==> src/rtl/alu_control_sequencer.sv <==
// Hardwired fetch/execute control unit for the register-register ALU datapath.
// Optional macro SEQ_SINGLE_STEP_EN adds a 'step' input that gates every state transition.
module alu_control_sequencer #(
    parameter int unsigned CNT_W   = 16,
    parameter logic [4:0]  HALT_OP = 5'b11111
) (
    input  logic             clk,
    input  logic             clr,
    input  logic             run,
`ifdef SEQ_SINGLE_STEP_EN
    input  logic             step,
`endif
    input  logic [31:0]      ir,
    input  logic             mem_ready,
    output logic             PCout,
    output logic             MARin,
    output logic             IncPC,
    output logic             Read,
    output logic             MDRin,
    output logic             MDRout,
    output logic             IRin,
    output logic             Yin,
    output logic             ZHighIn,
    output logic             ZLowIn,
    output logic             ZHIout,
    output logic             ZLOout,
    output logic             HIin,
    output logic             LOin,
    output logic             Rin,
    output logic             Rout,
    output logic [3:0]       reg_sel,
    output logic [4:0]       opcode,
    output logic             halted,
    output logic             illegal,
    output logic [CNT_W-1:0] instr_count
);

    typedef enum logic [3:0] {
        IDLE, T0, T1, T2, T3, T4, T5, T6, HALT
    } state_t;

    state_t state, state_next;

    logic       adv;
    logic       retire;
    logic [4:0] op;
    logic [3:0] ra, rb, rc;
    logic       is_halt, is_nop, is_binary, is_muldiv, is_unary;
    logic       unused_ir;

    assign op        = ir[31:27];
    assign ra        = ir[26:23];
    assign rb        = ir[22:19];
    assign rc        = ir[18:15];
    assign unused_ir = ^ir[14:0];

`ifdef SEQ_SINGLE_STEP_EN
    assign adv = run & step;
`else
    assign adv = run;
`endif

    assign is_halt   = (op == HALT_OP);
    assign is_nop    = !is_halt && (op == 5'd0);
    assign is_binary = !is_halt && (op >= 5'd1) && (op <= 5'd9);
    assign is_muldiv = !is_halt && ((op == 5'd10) || (op == 5'd11));
    assign is_unary  = !is_halt && ((op == 5'd12) || (op == 5'd13));

    assign halted = (state == HALT);

    always_ff @(posedge clk) begin
        if (clr) begin
            state       <= IDLE;
            instr_count <= '0;
        end else begin
            state <= state_next;
            if (retire)
                instr_count <= instr_count + CNT_W'(1);
        end
    end

    // Strobes are a pure decode of state and ir; a paused cycle (adv low) holds state with all strobes low.
    always_comb begin
        state_next = state;
        retire     = 1'b0;
        PCout      = 1'b0;
        MARin      = 1'b0;
        IncPC      = 1'b0;
        Read       = 1'b0;
        MDRin      = 1'b0;
        MDRout     = 1'b0;
        IRin       = 1'b0;
        Yin        = 1'b0;
        ZHighIn    = 1'b0;
        ZLowIn     = 1'b0;
        ZHIout     = 1'b0;
        ZLOout     = 1'b0;
        HIin       = 1'b0;
        LOin       = 1'b0;
        Rin        = 1'b0;
        Rout       = 1'b0;
        reg_sel    = 4'd0;
        opcode     = 5'd0;
        illegal    = 1'b0;

        case (state)
            IDLE: if (adv) state_next = T0;
            T0: if (adv) begin
                PCout      = 1'b1;
                MARin      = 1'b1;
                IncPC      = 1'b1;
                state_next = T1;
            end
            T1: if (adv) begin
                Read  = 1'b1;
                MDRin = 1'b1;
                if (mem_ready)
                    state_next = T2;
            end
            T2: if (adv) begin
                MDRout     = 1'b1;
                IRin       = 1'b1;
                state_next = T3;
            end
            T3: if (adv) begin
                if (is_halt) begin
                    state_next = HALT;
                end else if (is_nop) begin
                    retire     = 1'b1;
                    state_next = T0;
                end else if (is_binary || is_muldiv) begin
                    Rout       = 1'b1;
                    reg_sel    = rb;
                    Yin        = 1'b1;
                    state_next = T4;
                end else if (is_unary) begin
                    state_next = T4;
                end else begin
                    illegal    = 1'b1;
                    state_next = T0;
                end
            end
            T4: begin
                opcode = op;
                if (adv) begin
                    Rout       = 1'b1;
                    reg_sel    = is_unary ? rb : rc;
                    ZLowIn     = 1'b1;
                    ZHighIn    = 1'b1;
                    state_next = T5;
                end
            end
            T5: if (adv) begin
                ZLOout = 1'b1;
                if (is_muldiv) begin
                    LOin       = 1'b1;
                    state_next = T6;
                end else begin
                    Rin        = 1'b1;
                    reg_sel    = ra;
                    retire     = 1'b1;
                    state_next = T0;
                end
            end
            T6: if (adv) begin
                ZHIout     = 1'b1;
                HIin       = 1'b1;
                retire     = 1'b1;
                state_next = T0;
            end
            HALT: state_next = HALT;
            default: state_next = IDLE;
        endcase
    end

endmodule

==> config.mk <==
export PLATFORM = sky130hd
export DESIGN_NAME = alu_control_sequencer
export DESIGN_NICKNAME = d
export VERILOG_FILES = /design/src/rtl/alu_control_sequencer.sv
export SDC_FILE = /design/constraint.sdc
export NUM_CORES = 1
export LEC_CHECK = 0
export CORE_ASPECT_RATIO = 1.25
export CORE_MARGIN = 5
export CORE_UTILIZATION = 39
export CTS_BUF_LIST = sky130_fd_sc_hd__clkbuf_4 sky130_fd_sc_hd__clkbuf_8 sky130_fd_sc_hd__clkbuf_16
export DETAILED_ROUTE_END_ITERATION = 7
export PLACE_DENSITY = 0.81
export SYNTH_ARGS = -nofsm -noshare
export SYNTH_HDL_FRONTEND = slang
export SYNTH_SLANG_ARGS = --single-unit
==> constraint.sdc <==
create_clock -name clk -period 2.3 [get_ports clk]
set_input_delay 0.345 -clock clk [delete_from_list [all_inputs] [get_ports clk]]
set_output_delay 0.345 -clock clk [all_outputs]
set_load 0.02 [all_outputs]
==> results.toml <==
[pwr]
p_per_area_nw_per_um2 = 343
p_seq_share_pct = 45.4
p_leak_nw = 0.966
p_int_mw = 0.586
switchingPower_mw = 0.191
comb_power_share_pct = 21.8
vdd_drop_max_v = 0.000490
clkPwrFrac_pct = 32.8
swShare_pct = 24.6

[floorplanning]
start_util_pct = 40.7
core_area_sq_um = 3510
dieHeight_um = 77.7
die_width_um = 64.2
rows = 24
dieArea_sq_um = 4990
ios = 79

[cts]
clock_path_buffers = 2
cts-root-buf = "clkbuf_8"
cts_tree = "yes"
cts_sinks = 20
cts_buffers = 3
clk_latency_ns = 0.25
cts-htree-levels = 1
clk_pin_slew_worst_paths_ns = 0.07
cts_hold_buf = 0

[timing]
slew_viol_final = 0
setup_viol = 0
rsz0062_at_grt = "no"
worst_pin_slew_ns = 0.374
setup_slack_ns = 0.0688
period_minus_slack_ns = 2.23
fin_crit_sh_pct = 97.0
max_slew_margin_pct = 75.0
clock_skew_ns = 0.00334
finalHoldViolations = 0
holdWs_ns = 0.549
fin_setup_tns_ns = 0
max_freq_mhz = 448

[finish]
drive_above_1_share_pct = 21.6
num-nets-final = 293
n_antenna_cell = 0
area_growth_pct = 58.4

[placement]
port_buffers = 63
preCtsSetupSlack_ns = -0.494
place_hpwl_um = 3370
gp_routability_congestion = 0.784

[routing]
drt_iter0_markers = 46
antenna_left = 0
wl_per_cell_um = 14.3
drc = 0
avgViaCountPerCell = 5.33
routed_wirelength_um = 4220
firstDrtPassIters = 4
num_vias = 1568

[outcome]
status = "finished, final reports clean"

[yosys]
yosysWarnings = 0
ys_types = 41
synth_top_family_by_area = "simple AND/OR/NAND/NOR gates"
ys.flop_type = "dfxtp_1"
synth-xor-area-share_pct = 8.57
ys_seq_area_share_pct = 28.0
synth_edf_count = 0
async_flop_share_pct = 0
synth_fa_ha_area_share_pct = 0.875
synth_cells = 177
syn-num-nets = 214
netlist_area_sq_um = 1430
syn_area_per_cell_sq_um = 8.08
synth-simple-area-share_pct = 33.6
synthMuxAreaShare_pct = 3.50
synth_seq_cells = 20
synth_compound_area_share_pct = 18.5

[run]
drv_cap = 0

[global_routing]
grt_start_max_net_pins = 16
grt_pass1_vias = 1509
grt_pass1_wl_um = 6760
grt_usage_pct = 15.9
antenna_found_initial = 0
overflow = 0

[worst_setup_path]
crit_path_end_kind = "output port"
worst-path-max-fanout = 5
critical_path_class = "in2out"
start_kind = "input port"
critical_path_arrival_ns = 1.89
required_ns = 1.96

[min_path]
hold_class = "reg2reg"
[metrics by stage]
stage	cells	power, mW	instance area, sq um	util, %
final	294	0.777	2270	64.5
after global routing	294	0.821	2270	64.5
after CTS	293	0.785	2260	64.5
after detailed placement	289	0.533	2200	62.7
after global placement	289	0.531	2200	62.7
after floorplan	177	0.443	1430	-
[final timing paths]
kind                        from               to  slack, ns  cells past startpoint
setup / recovery          ir[28]       reg_sel[1]       0.07                      8
hold / removal    instr_count[6]   instr_count[6]       0.55                      2
setup reg to reg        state[0]  instr_count[15]       0.51                      7
hold reg to reg   instr_count[6]   instr_count[6]       0.55                      2
[timing repair]
action	4_1_cts	5_1_grt
setup buffers	0	1
endpoints found under the setup margin	23	8
endpoints found under the hold margin	0	0
gates resized for setup	41	8
pin swaps	0	0
[state kept, by name (all words and copies together), names as in the netlist]
name / count
instr_count: 16
state: 4
[layout make-up]
class / count / area [sq um]
tap: 39 / 48.8
fill: 329 / 1250
timing repair buffer: 88 / 791
inverter: 4 / 15.0
sequential: 20 / 400
multi-input combinational: 139 / 956
clock buffer: 4 / 55.1
[power by group through the flow]
stage                     Combinational, mW  Clock (mW)  Sequential, mW
after CTS                             0.169       0.263           0.352
after floorplan                      0.0822           0           0.361
after global placement                0.171           0           0.360
after detailed placement              0.173           0           0.360
final                                 0.169       0.255           0.353
after global routing                  0.182       0.286           0.353
[logic make-up after synthesis]
family / after synthesis
adders and majority gates: 1
and+or+nand+nor: 84
buffers and inverters: 18
DFF: 20
xor gates and xnor gates: 14
AOI/OAI and AO/OA: 35
muxes: 5
[Yosys cell counts (4+ instances only)]
library cell / count / area [sq um]
a21oi_1: 13 / 65.1
a211oi_1: 4 / 30.0
nor3_1: 5 / 25.0
nand2_1: 9 / 33.8
clkbuf_1: 4 / 15.0
and2_1: 6 / 37.5
buf_4: 8 / 60.1
xnor2_1: 14 / 123
a221o_1: 4 / 40.0
mux2i_1: 5 / 50.1
nand2b_1: 6 / 37.5
nand3_1: 5 / 25.0
nor2_1: 32 / 120
inv_1: 4 / 15.0
dfxtp_1: 20 / 400
[layer usage]
metal / share of wire (%) / track usage [%] / up-vias
li1: - / - / 780
met1: 40 / 18.0 / 728
met2: 51 / 30.0 / 58
met3: 8.6 / 3.90 / 2
met4: 0.28 / 2.85 / 0
met5: 0 / 0 / -
[worst max-delay path, cell delays in order]
cell and delay [ns]:
dlygate4sd2_1 0.28, buf_4 0.18, nor3_2 0.15, buf_4 0.18
mux2i_1 0.19, nor2_1 0.05, a221o_1 0.25, clkdlybuf4s15_2 0.25
[cells in the final DEF (no fill, tap or decap), types with 3 or more instances in the layout]
| cell type | count |
|---|---|
| mux2i_1 | 5 |
| a211oi_1 | 4 |
| nand3_1 | 5 |
| dlymetal6s2s_1 | 4 |
| a21oi_1 | 13 |
| nor2_1 | 30 |
| dlygate4sd2_1 | 20 |
| and2_1 | 5 |
| dfxtp_1 | 20 |
| buf_4 | 25 |
| xnor2_1 | 14 |
| nand2b_1 | 6 |
| buf_2 | 3 |
| clkdlybuf4s50_1 | 34 |
| nor3_1 | 5 |
| nand2_1 | 9 |
| clkbuf_8 | 4 |
| inv_1 | 4 |
| a221o_1 | 4 |
Power figures use the tool's default switching activity.
